<file path="config.mk">
export PLATFORM = sky130hd
export DESIGN_NAME = mux_rr_sel_arbiter
export DESIGN_NICKNAME = d
export VERILOG_FILES = /design/src/rtl/mux_pkg.sv /design/src/rtl/rr_pick.sv /design/src/rtl/mux_rr_sel_arbiter.sv
export SDC_FILE = /design/constraint.sdc
export NUM_CORES = 1
export LEC_CHECK = 0
export CAP_MARGIN = 20
export CORE_MARGIN = 4
export CORE_UTILIZATION = 53
export CTS_CLUSTER_SIZE = 30
export DETAILED_ROUTE_END_ITERATION = 12
export GPL_TIMING_DRIVEN = 0
export PLACE_DENSITY = 0.76
export SKIP_LAST_GASP = 1
export SYNTH_ARGS = -nofsm -noshare
export SYNTH_HDL_FRONTEND = slang
export SYNTH_SLANG_ARGS = --single-unit
export TNS_END_PERCENT = 50
</file>
<file path="constraint.sdc">
create_clock -name clk -period 5.3 [get_ports clk]
set_input_delay 1.06 -clock clk [delete_from_list [all_inputs] [get_ports clk]]
set_output_delay 1.06 -clock clk [all_outputs]
set_load 0.03 [all_outputs]
</file>
<file path="src/rtl/mux_pkg.sv">
// Shared constants and FSM state type for the round-robin mux select arbiter.
// Used by rr_pick and mux_rr_sel_arbiter.
package mux_pkg;

    localparam int NUM_INP = 31;
    localparam int SEL_W   = 5;
    localparam int DATA_W  = 2;

    typedef enum logic [1:0] {
        IDLE   = 2'd0,
        SETTLE = 2'd1,
        HOLD   = 2'd2
    } state_t;

endpackage

</file>
<file path="src/rtl/rr_pick.sv">
// Round-robin find-first-set: first set req bit at index >= ptr, wrapping.
// Ports: req (request vector), ptr (search start), any (some request), idx (pick).
module rr_pick #(
    parameter int NUM_INP = mux_pkg::NUM_INP,
    parameter int SEL_W   = mux_pkg::SEL_W
) (
    input  logic [NUM_INP-1:0] req,
    input  logic [SEL_W-1:0]   ptr,
    output logic               any,
    output logic [SEL_W-1:0]   idx
);

    logic [2*NUM_INP-1:0] dbl;
    logic [NUM_INP-1:0]   rot;
    logic [SEL_W-1:0]     off;
    logic                 hit;
    logic [SEL_W:0]       sum;

    // Doubling the vector turns the wrap-around search into a plain
    // lowest-bit search on a window starting at ptr.
    always_comb begin
        dbl = {req, req};
        rot = NUM_INP'(dbl >> ptr);
        hit = 1'b0;
        off = '0;
        for (int i = 0; i < NUM_INP; i++) begin
            if (!hit && rot[i]) begin
                hit = 1'b1;
                off = SEL_W'(i);
            end
        end
        sum = {1'b0, ptr} + {1'b0, off};
        if (sum >= (SEL_W+1)'(NUM_INP)) begin
            sum = sum - (SEL_W+1)'(NUM_INP);
        end
        any = hit;
        idx = sum[SEL_W-1:0];
    end

endmodule

</file>
<file path="src/rtl/mux_rr_sel_arbiter.sv">
// Round-robin select sequencer for a 31:1 mux: registers sel, captures the mux
// output one cycle later and offers it on a valid/ready port.
// Ports: clk, reset (async high), req, mux_out in; sel, grant_valid, grant_id,
// data_out, data_valid out; data_ready in.
module mux_rr_sel_arbiter #(
    parameter int NUM_INP = mux_pkg::NUM_INP,
    parameter int SEL_W   = mux_pkg::SEL_W,
    parameter int DATA_W  = mux_pkg::DATA_W
) (
    input  logic               clk,
    input  logic               reset,
    input  logic [NUM_INP-1:0] req,
    input  logic [DATA_W-1:0]  mux_out,
    output logic [SEL_W-1:0]   sel,
    output logic               grant_valid,
    output logic [SEL_W-1:0]   grant_id,
    output logic [DATA_W-1:0]  data_out,
    output logic               data_valid,
    input  logic               data_ready
);

    import mux_pkg::*;

    state_t              state_q, state_d;
    logic [SEL_W-1:0]    sel_q, sel_d;
    logic [SEL_W-1:0]    ptr_q, ptr_d;
    logic [DATA_W-1:0]   data_q, data_d;
    logic                dv_q, dv_d;

    logic                accept;
    logic [SEL_W-1:0]    sel_inc;
    logic                pick_any;
    logic [SEL_W-1:0]    pick_idx;

    assign accept  = dv_q && data_ready;
    assign sel_inc = (sel_q == SEL_W'(NUM_INP-1)) ? '0 : sel_q + 1'b1;

    // Pointer moves past the served index only on an accepted transfer.
    always_comb begin
        ptr_d = ptr_q;
        if (state_q == HOLD && accept) begin
            ptr_d = sel_inc;
        end
    end

    // Searching from ptr_d lets a back-to-back grant already skip the
    // requester that was just served.
    rr_pick #(
        .NUM_INP (NUM_INP),
        .SEL_W   (SEL_W)
    ) u_pick (
        .req (req),
        .ptr (ptr_d),
        .any (pick_any),
        .idx (pick_idx)
    );

    always_comb begin
        state_d = state_q;
        sel_d   = sel_q;
        data_d  = data_q;
        dv_d    = dv_q;
        case (state_q)
            IDLE: begin
                if (pick_any) begin
                    sel_d   = pick_idx;
                    state_d = SETTLE;
                end
            end
            SETTLE: begin
                data_d  = mux_out;
                dv_d    = 1'b1;
                state_d = HOLD;
            end
            HOLD: begin
                if (accept) begin
                    dv_d = 1'b0;
                    if (pick_any) begin
                        sel_d   = pick_idx;
                        state_d = SETTLE;
                    end else begin
                        state_d = IDLE;
                    end
                end
            end
            default: begin
                state_d = IDLE;
            end
        endcase
    end

    always_ff @(posedge clk or posedge reset) begin
        if (reset) begin
            state_q <= IDLE;
            sel_q   <= '0;
            ptr_q   <= '0;
            data_q  <= '0;
            dv_q    <= 1'b0;
        end else begin
            state_q <= state_d;
            sel_q   <= sel_d;
            ptr_q   <= ptr_d;
            data_q  <= data_d;
            dv_q    <= dv_d;
        end
    end

    assign sel         = sel_q;
    assign grant_id    = sel_q;
    assign grant_valid = (state_q != IDLE);
    assign data_out    = data_q;
    assign data_valid  = dv_q;

endmodule
</file>
==> results of run 1 <==
## sequential cells by signal, indices dropped and copies added, names as in the netlist
name / cells
data_out: 2
grant_id: 5
ptr_q: 5
state_q: 2
data_valid: 1
## final timing paths
path                             start           to  slack [ns]
hold / removal             data_out[1]  data_out[1]        0.51
setup reg to reg           grant_id[0]  grant_id[3]       -0.81
min in group asynchronous        reset  grant_id[3]        1.16
setup / recovery            data_ready  grant_id[1]       -0.86
hold reg to reg            data_out[1]  data_out[1]        0.51
max in group asynchronous        reset     ptr_q[1]        3.77
## cells in the final DEF, fill, tap and decap left out, types with 4 or more instances in the layout
cell type         n
buf_4            54
clkdlybuf4s50_1  48
nand2_1          41
mux2i_1          41
mux2i_4          29
nor2_1           27
nand3_1          24
mux2_2           22
a21oi_1          17
o21ai_0          15
nor3_1           15
dfrtp_1          15
a22oi_1          14
mux2i_2          13
o22ai_1          13
o211ai_1         12
buf_2            11
a221o_1           9
mux2_4            9
nand4_1           7
clkbuf_2          6
a22o_1            6
ha_1              6
buf_12            5
and3_1            5
a211oi_2          5
mux4_2            5
o221ai_1          5
nor3b_1           5
nor2b_1           4
a21o_1            4
nand2b_1          4
clkbuf_1          4
buf_16            4
inv_1             4
## per-layer routing
layer,share of wire,wire length [µm]
met1,0.34,7050
met2,0.44,9040
met3,0.13,2610
met4,0.084,1720
met5,0,0
## layout make-up
| class | count | area [µm²] | share of cell area |
|---|---|---|---|
| well taps | 102 | 128 | 0.0212 |
| multi-input cells | 450 | 4180 | 0.695 |
| clock buffers | 3 | 41.3 | 0.00686 |
| repair buffers | 101 | 972 | 0.162 |
| flip-flops and latches | 15 | 375 | 0.0624 |
| clock inverters | 1 | 5.00 | 0.000832 |
| inverters | 8 | 32.5 | 0.00541 |
| plain buffers | 37 | 280 | 0.0466 |
## kinds of logic after synthesis
group / after synthesis / share of synthesized area
multiplexers: 120 / 0.319
buffers and inverters: 48 / 0.0640
AND/OR/NAND/NOR: 163 / 0.208
adder cells (fa/ha/maj): 9 / 0.0282
XOR/XNOR: 8 / 0.0164
AO/OA/AOI/OAI: 150 / 0.277
flip-flops: 15 / 0.0881
## metrics by stage
step	setup WS, ns	util	cells
floorplan	-0.601	-	513
global placement	-2.05	0.639	664
detailed placement	-2.22	0.639	664
CTS	-0.703	0.754	710
global route	-0.996	0.774	717
finish	-0.862	0.774	717
## worst max-delay path, delay by kind of cell
family                     cells  cell delay (ns)
adders and majority gates      3             0.90
muxes                          6             1.58
and+or+nand+nor                4             1.03
buffers and inverters          8             1.01
AOI/OAI and AO/OA              5             0.70
## timing repair
action,CTS,global route
setup endpoints to repair,5,5
cloned,2,0
pin swaps,17,13
buffers inserted,43,7
gates resized for setup,87,30
==> results.toml, run 1 <==
[status]
status = "finished, violations left"
violations = "negative setup slack"

[clock_tree]
cts_hold_buf = 0
cts_tree = "yes"
numCtsBuffers = 3
path_clk_slew_ns = 0.07
insertion_delay_ns = 0.26
htreeDepth = 1
clockBufferDepth = 2
numClockSinks = 15
cts_root_buf = "clkbuf_8"

[job]
cap_violations = 0

[setup_path]
critical-path-max-stage-delay_ns = 0.47
cp_max_fo = 6
worst-setup-path-type = "in2reg"
crit_path_end_kind = "flop"
cp.arrival_ns = 6.31
slowest_stage = "fa_2"
critical_path_required_ns = 5.45
reg2reg_depth = 26
cp_common_cell = "buf_4"
start_kind = "primary input"

[synth]
yosysWarnings = 0
synth-edff-count = 0
yosysUniqueCellTypes = 79
synth_seq_area_share = 0.0881
synth_commonest_cells = "75 x mux2i_1, 42 x nand2_1, 27 x mux2_2, 27 x nor2_1, 26 x nand3_1"
synth_area_leaders = "mux2i_1 18%, dfrtp_1 8.8%, mux2_2 7.1%"
synth_flop_cell = "dfrtp_1"
synth_top_area_share = 0.176
ys_seq_elements = 15
synth.most_common_cell = "mux2i_1"
synth_cells = 513
yosys.area.top_type = "mux2i_1"
syn_area_per_cell_um2 = 8.30
syn_area_mm2 = 0.00426
ys_async_sr_fraction = 1.00
syn_nets = 558

[layout]
area_delta_synth_final_pct = 41.2
nFillCells = 517
fin_area_mm2 = 0.00602
layout.nets = 661
antenna_cells = 0
layout-drive-gt1-share = 0.353

[floorplan]
die_area_mm2 = 0.00954
floorplan.initialDensity = 0.548
io_pins = 50
die_w_um = 97.7
die_y_um = 97.7
core_mm2 = 0.00777
std_cell_rows = 32

[timing]
fmax_ghz = 0.162
fin_worst_skew_ns = 0.00114
timing.hold.ws_ns = 0.515
finalCriticalPeriod_ns = 6.16
fin_setup_tns_ns = -3.77
finalCritPeriodShare = 1.16
postLayoutSetupSlackWorst_ns = -0.862
rsz0062_at_grt = "true"
max-slew-margin-rel = 0.573
setup_viol = 5
hold_violations = 0
slew_viol_final = 0
max_slew.worst_pin.slew_ns = 0.640

[hold_path]
hp-class = "reg2reg"
hold_depth = 1

[route]
via_count = 5589
drt_first_pass_iters = 8
avgRoutedWirePerCell_um = 28.5
finalWirelength_um = 20400
drc = 0
vias_per_cell = 7.79
antenna_left = 0
drtIter0Drc = 1000

[global_route]
grt_pass1_wl_um = 30500
grt_start_max_net_pins = 16
grt_use_total = 0.400
busiest_layer = "met2"
use_met2 = 0.642
grt-ovfl-total = 0
met3_usage = 0.104
first_global_vias = 5418
gr-usage-met1 = 0.471
antenna_found_initial = 0

[placement]
dp_hpwl_um = 13200
io_buffers = 49
placed_area_mm2 = 0.00496
place.gp.congestion = 1.11
Power of run 1 is not shown: default switching activity piles up to over one toggle a cycle in this logic, so the estimate is an artifact.
==> run 2, diff against run 1 <==
--- a/config.mk
+++ b/config.mk
@@ -12,8 +12,8 @@
 export DETAILED_ROUTE_END_ITERATION = 12
 export GPL_TIMING_DRIVEN = 0
 export PLACE_DENSITY = 0.76
+export RECOVER_POWER = 50
 export SKIP_LAST_GASP = 1
 export SYNTH_ARGS = -nofsm -noshare
 export SYNTH_HDL_FRONTEND = slang
 export SYNTH_SLANG_ARGS = --single-unit
-export TNS_END_PERCENT = 50
==> run 2 against run 1 <==
Routed wire length increased by 4.8%. First-iteration DRC count increased by 14%. Setup slack got worse by 0.043 ns. Non-clock buffer count increased by 10. Final area increased by 1.6%. Die area unchanged. Sequential share of layout area decreased by 0.098 points. Clock skew increased by 0.0051 ns. The flow still finishes with violations (negative setup slack). Flip-flop and latch count unchanged.
==> results.toml, run 2 (synthesized netlist as in run 1, its figures left out) <==
[route]
vias_per_cell = 7.95
drt_first_pass_iters = 12
antenna_left = 0
drtIter0Drc = 1144
drc = 0
avgRoutedWirePerCell_um = 29.4
finalWirelength_um = 21400
via_count = 5778

[timing]
postLayoutSetupSlackWorst_ns = -0.905
rsz0062_at_grt = "true"
hold_violations = 0
fin_worst_skew_ns = 0.00629
finalCriticalPeriod_ns = 6.20
timing.hold.ws_ns = 0.532
finalCritPeriodShare = 1.17
max-slew-margin-rel = 0.451
fmax_ghz = 0.161
setup_viol = 5
slew_viol_final = 0
max_slew.worst_pin.slew_ns = 0.823

[clock_tree]
cts_hold_buf = 0
clockBufferDepth = 2
numCtsBuffers = 3
numClockSinks = 15
cts_tree = "yes"
insertion_delay_ns = 0.25
cts_root_buf = "clkbuf_8"
path_clk_slew_ns = 0.06
htreeDepth = 1

[placement]
io_buffers = 49
dp_hpwl_um = 13000
place.gp.congestion = 1.11

[layout]
layout-drive-gt1-share = 0.365
final_cell_mix = "64 x buf_4, 45 x clkdlybuf4s50_1, 38 x nand2_1"
fin_util = 0.787
antenna_cells = 0
layout.nets = 671
area_delta_synth_final_pct = 43.5
layout.cells.most_common = "buf_4"

[setup_path]
start_kind = "flop"
cp_max_fo = 6
critical_path_required_ns = 5.43
cp.arrival_ns = 6.33
crit_path_end_kind = "flop"
worst-setup-path-type = "reg2reg"

[global_route]
grt_pass1_wl_um = 30700
first_global_vias = 5429
gr-usage-met1 = 0.502
grt-ovfl-total = 0
met3_usage = 0.116
grt_start_max_net_pins = 16
grt_use_total = 0.405
busiest_layer = "met2"
use_met2 = 0.633
antenna_found_initial = 0

[status]
violations = "negative setup slack"
status = "finished, violations left"

[floorplan]
floorplan.initialDensity = 0.548
io_pins = 50
std_cell_rows = 32
die_area_mm2 = 0.00954
die_y_um = 97.7
die_w_um = 97.7
core_mm2 = 0.00777

[job]
cap_violations = 0

[hold_path]
hp-class = "reg2reg"
-- run 2: cell count changes in the layout (fill, tap and decap cells not counted), moves of 4 or more --
cell / change
nand2_2: +4
clkbuf_2: -4
buf_4: +10
mux2i_1: -5
mux2i_4: +4
buf_6: +4
-- run 2: worst paths after layout --
check	startpoint	end	slack [ns]	cells past startpoint
max in group asynchronous	reset	grant_id[0]	3.58	2
worst min register to register	data_out[0]	data_out[0]	0.53	1
min in group asynchronous	reset	grant_id[1]	1.32	2
worst max-delay path	grant_id[0]	grant_id[3]	-0.90	26
worst min-delay path	data_out[0]	data_out[0]	0.53	1
worst max register to register	grant_id[0]	grant_id[3]	-0.90	26
-- run 2: cell type report --
| cell class | count | area, µm² |
|---|---|---|
| Buffer | 38 | 293 |
| Clock buffer | 3 | 41.3 |
| Clock inverter | 1 | 5.00 |
| Fill cell | 467 | 1660 |
| Inverter | 8 | 32.5 |
| Multi-Input combinational cell | 450 | 4220 |
| Sequential cell | 15 | 375 |
| Tap cell | 102 | 128 |
| Timing Repair Buffer | 110 | 1020 |
-- run 2: routing by layer --
layer / up-vias / part of all wire
met3: 201 / 0.15
met2: 650 / 0.43
met4: 0 / 0.087
met5: - / 0
li1: 2273 / -
met1: 2654 / 0.33
-- run 2: what timing repair did --
action	in CTS	in global routing
gates resized for setup	81	42
pin swaps	19	13
gates cloned	2	0
buffers inserted	44	16
endpoints found under the setup margin	5	5
-- run 2: metrics by stage --
stage	worst slack [ns]	area (µm²)	setup TNS, ns	instances
2_1_floorplan	-0.601	4350	-2.25	513
3_3_place_gp	-1.97	4960	-9.12	664
3_5_place_dp	-2.08	4960	-9.70	664
4_1_cts	-0.691	5830	-3.10	713
5_1_grt	-1.03	6110	-4.79	727
6_report	-0.905	6110	-4.17	727
-- run 2: critical path: stages, from the launching register on --
cell and delay [ns]:
dfrtp_1 0.47, inv_1 0.12, ha_1 0.30, a41oi_1 0.40, mux2i_4 0.14, buf_12 0.18, buf_16 0.16, buf_12 0.15
buf_4 0.14, mux2i_4 0.23, mux2i_2 0.27, mux2i_2 0.15, mux4_2 0.54, nand2_2 0.12, a211oi_2 0.07, a311o_1 0.38
a211oi_2 0.19, o211ai_1 0.16, ha_2 0.24, fa_2 0.56, ha_4 0.13, and3_4 0.19, inv_2 0.05, o21bai_4 0.16
nand4_1 0.16, xnor2_2 0.17, mux2_4 0.26
Power of run 2 is left out for the same reason.
==> run 3, diff against run 2 <==
--- a/config.mk
+++ b/config.mk
@@ -5,10 +5,12 @@
 export SDC_FILE = /design/constraint.sdc
 export NUM_CORES = 1
 export LEC_CHECK = 0
+export ABC_AREA = 1
+export ABC_CLOCK_PERIOD_IN_PS = 5300
 export CAP_MARGIN = 20
 export CORE_MARGIN = 4
-export CORE_UTILIZATION = 53
-export CTS_CLUSTER_SIZE = 30
+export CORE_UTILIZATION = 52
+export CTS_CLUSTER_SIZE = 14
 export DETAILED_ROUTE_END_ITERATION = 12
 export GPL_TIMING_DRIVEN = 0
 export PLACE_DENSITY = 0.76
==> run 3 against run 2 <==
The flow finishes with violations (design-rule violations, negative setup slack). Largest cell class unchanged. Cell count rose by 22%. Synthesized cell count rose by 30%. Register-to-register slack got worse by 0.38 ns.
==> results.toml, run 3 <==
[clock_tree]
insertion_delay_ns = 0.26
htreeDepth = 1
cts_tree = "yes"
clockBufferDepth = 2
numCtsBuffers = 3
path_clk_slew_ns = 0.07
cts_hold_buf = 0
numClockSinks = 15
cts_root_buf = "clkbuf_8"

[synth]
synth_seq_area_share = 0.103
synth_flop_cell = "dfrtp_1"
ys_seq_elements = 15
synth_cells = 665
yosys.area.top_type = "nand3_1"
syn_area_mm2 = 0.00365
syn_area_per_cell_um2 = 5.48
ys_async_sr_fraction = 1.00
synth.most_common_cell = "nand3_1"
synth_area_leaders = "nand3_1 27%, nand2_1 17%, dfrtp_1 10%"
yosysUniqueCellTypes = 40
synth_commonest_cells = "200 x nand3_1, 163 x nand2_1, 90 x inv_1, 33 x o21ai_0, 16 x clkbuf_1"
syn_nets = 710
synth-edff-count = 0
synth_top_area_share = 0.275
yosysWarnings = 0

[placement]
io_buffers = 49
place.gp.congestion = 1.04
dp_hpwl_um = 11500

[global_route]
grt_use_total = 0.382
first_global_vias = 5340
grt_start_max_net_pins = 16
antenna_found_initial = 0
grt_pass1_wl_um = 26200
grt-ovfl-total = 0

[timing]
fin_setup_tns_ns = -6.42
max-slew-margin-rel = 0.523
finalCritPeriodShare = 1.25
hold_violations = 0
finalCriticalPeriod_ns = 6.61
slew_viol_final = 0
rsz0062_at_grt = "true"
fmax_ghz = 0.151
max_slew.worst_pin.slew_ns = 0.707
setup_viol = 5
fin_worst_skew_ns = 0.0111
postLayoutSetupSlackWorst_ns = -1.31

[layout]
final_cell_mix = "115 x nand2_1, 100 x nand3_2, 88 x nand3_1"
layout-drive-gt1-share = 0.429
area_delta_synth_final_pct = 71.7
layout.nets = 838
antenna_cells = 0
nFillCells = 269
layout.cells.most_common = "nand2_1"

[setup_path]
start_kind = "primary input"
worst-setup-path-type = "in2reg"
critical_path_required_ns = 5.49
reg2reg_depth = 42
cp_max_fo = 8
slowest_stage = "ha_1"
critPathCapture = "grant_id[2]"
cp_common_cell = "nor2_4"
timing.rr.end = "grant_id[2]"
r2r_slack_ns = -1.28
cp.arrival_ns = 6.80
crit_path_end_kind = "flop"
crit_start = "data_ready"
r2r_start = "grant_id[0]"
critical-path-max-stage-delay_ns = 0.28

[hold_path]
hp-class = "reg2reg"

[floorplan]
floorplan.initialDensity = 0.537
die_y_um = 91.7
die_w_um = 91.7
std_cell_rows = 30
die_area_mm2 = 0.00842
core_mm2 = 0.00679
io_pins = 50

[route]
drc = 66
drtIter0Drc = 1307
avgRoutedWirePerCell_um = 25.5
drt_first_pass_iters = 13
antenna_left = 0
vias_per_cell = 7.23
via_count = 6421
finalWirelength_um = 22600

[job]
cap_violations = 0

[status]
status = "finished, violations left"
violations = "design-rule violations, negative setup slack"
run 3: worst max-delay path, delay by kind of cell:
kind                     cells  cell delay, ns
adder cells (fa/ha/maj)      1            0.28
buffers and inverters        4            0.40
AND/OR/NAND/NOR             32            4.21
AO/OA/AOI/OAI                3            0.61
XOR/XNOR                     1            0.20
run 3: kinds of logic after synthesis:
family          synth area share
fa+ha+maj                 0.0329
xor+xnor                  0.0192
mux                      0.00926
buf+inv                    0.150
flops                      0.103
compound gates             0.107
simple gates               0.579
run 3: worst min-delay path by stage:
| stage | to | slack [ns] | start | depth (start not counted) |
|---|---|---|---|---|
| 2_1_floorplan | state_q[1] | 0.56 | state_q[0] | 2 |
| 3_3_place_gp | data_out[0] | 0.49 | data_out[0] | 1 |
| 3_5_place_dp | data_out[0] | 0.51 | data_out[0] | 1 |
| 4_1_cts | data_out[0] | 0.53 | data_out[0] | 1 |
| 5_1_grt | data_out[0] | 0.56 | data_out[0] | 1 |
| 6_report | data_out[0] | 0.54 | data_out[0] | 1 |
run 3: metrics by stage:
stage	setup slack [ns]	util	instance area [µm²]	std cells	hold slack [ns]
after floorplan	-0.333	-	3890	665	0.560
after global placement	-1.72	0.663	4500	810	0.488
after detailed placement	-1.83	0.663	4500	810	0.513
after CTS	-0.732	0.801	5450	873	0.526
after global routing	-1.54	0.921	6260	888	0.561
final	-1.31	0.921	6260	888	0.539
run 3: layout make-up:
type / instances / area [µm²] / share of cell area
Inverter: 95 / 369 / 0.0590
Clock inverter: 1 / 5.00 / 0.000800
Multi-Input combinational cell: 517 / 3800 / 0.608
Clock buffer: 3 / 41.3 / 0.00660
Buffer: 36 / 394 / 0.0630
Tap cell: 96 / 120 / 0.0192
Timing Repair Buffer: 125 / 1150 / 0.183
Sequential cell: 15 / 377 / 0.0602
run 3: metal layers:
| layer | track usage | vias to the layer above | wire, µm |
|---|---|---|---|
| li1 | - | 2494 | - |
| met1 | 0.483 | 2792 | 7140 |
| met2 | 0.641 | 796 | 9420 |
| met3 | 0.0632 | 339 | 3600 |
| met4 | 0.160 | 0 | 2460 |
| met5 | 0 | - | 0 |
run 3: repair_timing:
item                                    in CTS  in global routing
endpoints found under the setup margin       5                  5
cloned                                       3                  2
pin swaps                                   40                 57
hold endpoints to repair                     0                  0
resized for setup                          112                179
buffers inserted                            57                 20
Power of run 3 is left out for the same reason.
